### src/rtl/multiword_addsub_seq.sv
// rtl/multiword_addsub_seq.sv - word-serial N-bit adder-subtractor built on one M-bit carry-skip slice

// M-bit carry-skip adder-subtractor slice: ripple inside each R-bit block, skip across blocks
module cs_addsub_slice #(
  parameter int M = 32,
  parameter int R = 4
) (
  input  logic [M-1:0] a,
  input  logic [M-1:0] b,
  input  logic         cin,
  input  logic         sub,
  output logic [M-1:0] s,
  output logic         cout,
  output logic         v
);

  logic [M-1:0] bb;
  logic         c;      // carry entering the current block
  logic         cr;     // ripple carry inside the current block
  logic         bp;     // block propagate: every bit of the block propagates
  logic         p;
  logic         c_msb;  // carry into bit M-1, needed for signed overflow

  // ripple each block, then let the block carry-out bypass the ripple when the block fully propagates
  always_comb begin
    bb    = b ^ {M{sub}};
    c     = cin ^ sub;
    cr    = 1'b0;
    bp    = 1'b1;
    p     = 1'b0;
    c_msb = 1'b0;
    s     = '0;
    for (int blk = 0; blk < M / R; blk++) begin
      bp = 1'b1;
      cr = c;
      for (int j = 0; j < R; j++) begin
        p = a[blk*R+j] ^ bb[blk*R+j];
        bp = bp & p;
        s[blk*R+j] = p ^ cr;
        if (blk*R+j == M-1) c_msb = cr;
        cr = (a[blk*R+j] & bb[blk*R+j]) | (p & cr);
      end
      c = bp ? c : cr;
    end
    cout = c;
    v    = c_msb ^ c;
  end

endmodule

// Sequential multiword adder-subtractor: one M-bit word per cycle, LSB word first
module multiword_addsub_seq #(
  parameter int M = 32,
  parameter int R = 4,
  parameter int W = 4
) (
  input  logic             clk,
  input  logic             rst,
  input  logic             in_valid,
  output logic             in_ready,
  input  logic             sub,
  input  logic [M*W-1:0]   x,
  input  logic [M*W-1:0]   y,
  output logic             out_valid,
  input  logic             out_ready,
  output logic [M*W-1:0]   out,
  output logic             cout,
  output logic             v
);

  localparam int N  = M * W;
  localparam int KW = (W > 1) ? $clog2(W) : 1;

  typedef enum logic [1:0] {IDLE, RUN, DONE} state_t;

  state_t          state, state_next;
  logic [KW-1:0]   k;
  logic            carry;
  logic [N-1:0]    x_reg;
  logic [N-1:0]    y_reg;   // already inverted for subtraction
  logic [M-1:0]    slice_s;
  logic            slice_cout;
  logic            slice_v;
  logic            last_word;

  assign last_word = (k == KW'(W - 1));

  // the +1 of two's-complement negation enters through the carry register, so the slice only adds
  cs_addsub_slice #(.M(M), .R(R)) u_slice (
    .a    (x_reg[k*M +: M]),
    .b    (y_reg[k*M +: M]),
    .cin  (carry),
    .sub  (1'b0),
    .s    (slice_s),
    .cout (slice_cout),
    .v    (slice_v)
  );

  // state register
  always_ff @(posedge clk) begin
    if (rst) state <= IDLE;
    else     state <= state_next;
  end

  // next-state and handshake outputs
  always_comb begin
    state_next = state;
    in_ready   = 1'b0;
    out_valid  = 1'b0;
    case (state)
      IDLE: begin
        in_ready = 1'b1;
        if (in_valid) state_next = RUN;
      end
      RUN: begin
        if (last_word) state_next = DONE;
      end
      DONE: begin
        out_valid = 1'b1;
        if (out_ready) state_next = IDLE;
      end
      default: state_next = IDLE;
    endcase
  end

  // operand capture, word-serial accumulation and flag capture
  always_ff @(posedge clk) begin
    if (rst) begin
      k     <= '0;
      carry <= 1'b0;
      x_reg <= '0;
      y_reg <= '0;
      out   <= '0;
      cout  <= 1'b0;
      v     <= 1'b0;
    end else begin
      case (state)
        IDLE: begin
          if (in_valid) begin
            x_reg <= x;
            y_reg <= y ^ {N{sub}};
            carry <= sub;
            k     <= '0;
          end
        end
        RUN: begin
          out[k*M +: M] <= slice_s;
          carry         <= slice_cout;
          if (last_word) begin
            cout <= slice_cout;
            v    <= slice_v;
          end else begin
            k <= k + 1'b1;
          end
        end
        default: ;
      endcase
    end
  end

endmodule

### config.mk
export PLATFORM = sky130hd
export DESIGN_NAME = multiword_addsub_seq
export DESIGN_NICKNAME = d
export VERILOG_FILES = /design/src/rtl/multiword_addsub_seq.sv
export SDC_FILE = /design/constraint.sdc
export NUM_CORES = 1
export LEC_CHECK = 0
export CAP_MARGIN = 20
export CORE_MARGIN = 10
export CORE_UTILIZATION = 52
export CTS_CLUSTER_DIAMETER = 100
export DETAILED_ROUTE_END_ITERATION = 7
export PLACE_DENSITY = 0.9
export SYNTH_ARGS = -nofsm -noshare
export SYNTH_HDL_FRONTEND = slang
export SYNTH_HIERARCHICAL = 1
export SYNTH_SLANG_ARGS = --single-unit
export TNS_END_PERCENT = 30
### constraint.sdc
create_clock -name clk -period 20.3 [get_ports clk]
set_clock_uncertainty 0.15 [all_clocks]
set_input_delay 3.045 -clock clk [delete_from_list [all_inputs] [get_ports clk]]
set_output_delay 3.045 -clock clk [all_outputs]
set_load 0.1 [all_outputs]
==> impl_metrics.csv <==
group,metric,value,unit
status,status,"completed",
floorplanning,rows,69,
clock_network,cts-buffers-inserted,41,
power_and_ir_drop,p_switching,0.631,mW
yosys,async_flop_share,0,%
sta,fmax,56.9,MHz
sta,fin_crit_sh,86.6,%
floorplanning,io_pins,393,
clock_network,tritoncts,"yes",
worst_setup_path,crit_buf_inv,5,
sta,layout_setup_ws,2720,ps
worst_setup_path,r2r-start,"k[1]",
worst_setup_path,cp.required,20560,ps
sta,slew_headroom,24.9,%
worst_setup_path,critPathArrivalTime,17850,ps
clock_network,clkTransAtPathRegs,60,ps
routing,drt-pass1-iter-count,7,
floorplanning,initial_utilization,52.9,%
yosys,ys_seq_elements,391,
layout,layout_commonest_cell,"clkdlybuf4s50_1",
sta,setup_viol,0,
floorplanning,die_w,211,um
worst_setup_path,crit_family,"adder cells",
clock_network,ctsResizeCount,0,
power_and_ir_drop,p_int,1.46,mW
clock_network,clock_latency,530,ps
sta,layout_min_cycle_time,17580,ps
layout,fillers,2605,
global_route,grt_pass1_wl,91100,um
yosys,syn_inst,1957,
routing,drt_iter0_drc,1285,
worst_setup_path,startpoint,"k[1]",
sta,rsz0062_at_grt,"no",
clock_network,htreeDepth,2,
layout,nets,2568,
layout,multi_input_area,9760,um^2
global_route,grt_use_total,25.9,%
power_and_ir_drop,power_frac_comb,22.1,%
clock_network,clockBufferDepth,3,
clock_network,holdBufCountCts,0,
routing,via_count,15634,
yosys,synth_ff_type,"dfxtp_1",
global_route,grt_max_degree,129,
sta,setup-tns-final,0,ps
sta,drv_slew,0,
global_route,grt_pass1_vias,15895,
clock_network,cts_setup_buffers,0,
yosys,synth_area,18900,um^2
clock_network,cts_root_buf,"clkbuf_16",
routing,drtAntennaViolNets,0,
yosys,syn_area_per_cell,9.66,um^2
place,gp_congestion,0.915,
worst_setup_path,worstReg2RegEnd,"carry",
worst_setup_path,max_stage_delay,640,ps
power_and_ir_drop,power_leakage,8.62,nW
worst_setup_path,r2r_slack,2720,ps
worst_setup_path,cpMaxStageDelayCell,"buf_4",
global_route,grt_antenna_before_repair,10,
layout,layout_common_cells,"clkdlybuf4s50_1, dfxtp_1, nand2_1",
routing,post_drt_wl_per_cell,21.8,um
floorplanning,die_area,44400,um^2
job,maxCapViolations,0,
worst_setup_path,end_kind,"register",
layout,regArea,7840,um^2
worst_setup_path,reg2regPathDepth,55,
power_and_ir_drop,clockPowerShare,37.8,%
layout,area_growth_syn_to_layout,27.8,%
power_and_ir_drop,vdd_ir_drop_max,63.9,uV
yosys,ys_seq_area_share,41.4,%
yosys,synth_edf_count,0,
sta,hold_viol,0,
yosys,synth_cell_type_count,55,
routing,drc_errors,0,
layout,drive_gt1_share,12.2,%
routing,routed_wl,59600,um
yosys,yosys_warnings,6,
power_and_ir_drop,power-per-cell-area,86.7,nW/um^2
power_and_ir_drop,sw_frac_of_total,30.1,%
floorplanning,die_h,211,um
place,io_buffers,392,
routing,viasPerCell,5.72,
worst_setup_path,cpMostUsedCell,"fa_1",
worst_setup_path,timing.critical_path.to,"carry",
place,dp_hpwl,43500,um
worst_setup_path,startpoint_type,"register",
floorplanning,core,35700,um^2
sta,worst_pin_slew,1130,ps
power_and_ir_drop,p_seq_share,40.2,%
global_route,grt.overflow.total,0,
hold_path,hp-class,"register to register",
clock_network,cts_num_sinks,391,
worst_setup_path,path_max_fanout,47,
yosys,synth_nets,2287,
worst_setup_path,crit_cells,55,
worst_setup_path,critPathKind,"register to register",
place,preCtsSetupSlack,2920,ps
[tightest hold or removal path, delay by kind of cell (launching register included)]
family	cells	cell delay [ps]
compound gates	1	50
simple gates	1	50
flops	1	310
[cells by family (layout without fill, tap and decap cells)]
kind of cell	Yosys count	in the layout	share of synthesized area, %
compound gates	396	396	16.5
xor+xnor	162	162	7.65
fa+ha+maj	69	69	5.84
buf+inv	276	588	7.03
flops	391	391	41.4
mux	69	69	7.96
other cells	1	5	0.0198
simple gates	593	593	13.6
[worst min path at each step]
| stage | from | to | slack (ps) | depth (start not counted) |
|---|---|---|---|---|
| after floorplan | x_reg[64] | x_reg[64] | 280 | 2 |
| after CTS | out[73] | out[73] | 300 | 2 |
| final | out[80] | out[80] | 300 | 2 |
| after global placement | out[82] | out[82] | 290 | 2 |
| after detailed placement | out[80] | out[80] | 290 | 2 |
| after global routing | x_reg[35] | x_reg[35] | 320 | 2 |
[cell type report]
type	instances	share of cell area [%]
antenna	4	0.0414
clock buffer	55	5.06
clock inverter	19	0.927
inverter	101	1.57
multi-input combinational	1290	40.4
sequential	391	32.4
tap	461	2.39
timing repair buffer	413	17.1
[synth_stat cells (all sizes together) (2+ instances only)]
cell,instances,area [um^2]
a211oi,129,1440
a21oi,193,966
a31o,32,280
a32o,32,320
and3b,3,26.3
buf,118,736
clkbuf,57,214
dfxtp,391,7830
fa,32,641
ha,37,463
inv,100,375
mux2i,4,52.6
mux4,64,1440
nand2,326,1220
nand2b,2,12.5
nand3,64,320
nand3b,3,22.5
nand4,8,50.1
nor2,138,526
nor2b,4,25.0
nor3,3,15.0
nor3b,33,253
o31ai,3,36.3
or3b,2,17.5
xnor2,130,1160
xor2,32,280
[through the flow]
stage	cells	utilization [%]	instance area (um^2)	power, mW	hold WS (ps)
floorplan	1957	-	18900	1.15	283
global placement	2653	63.3	22600	1.29	288
finish	2734	67.6	24200	2.09	299
detailed placement	2654	63.4	22600	1.31	294
global route	2733	67.6	24100	2.17	319
CTS	2728	67.4	24100	2.09	302
[power by group through the flow]
stage / registers (mW) / logic, mW / clock network [mW]
after floorplan: 0.890 / 0.255 / 0
after global placement: 0.854 / 0.439 / 0
after detailed placement: 0.857 / 0.450 / 0
after CTS: 0.840 / 0.455 / 0.799
after global routing: 0.845 / 0.492 / 0.831
final: 0.841 / 0.462 / 0.791
[layer usage]
| layer | global-route usage [%] | part of all wire, % |
|---|---|---|
| met2 | 42.7 | 47 |
| met4 | 13.2 | 5.5 |
| met3 | 5.88 | 8.1 |
| met5 | 0 | 0.15 |
| met1 | 31.2 | 39 |
Power figures use the tool's default switching activity.
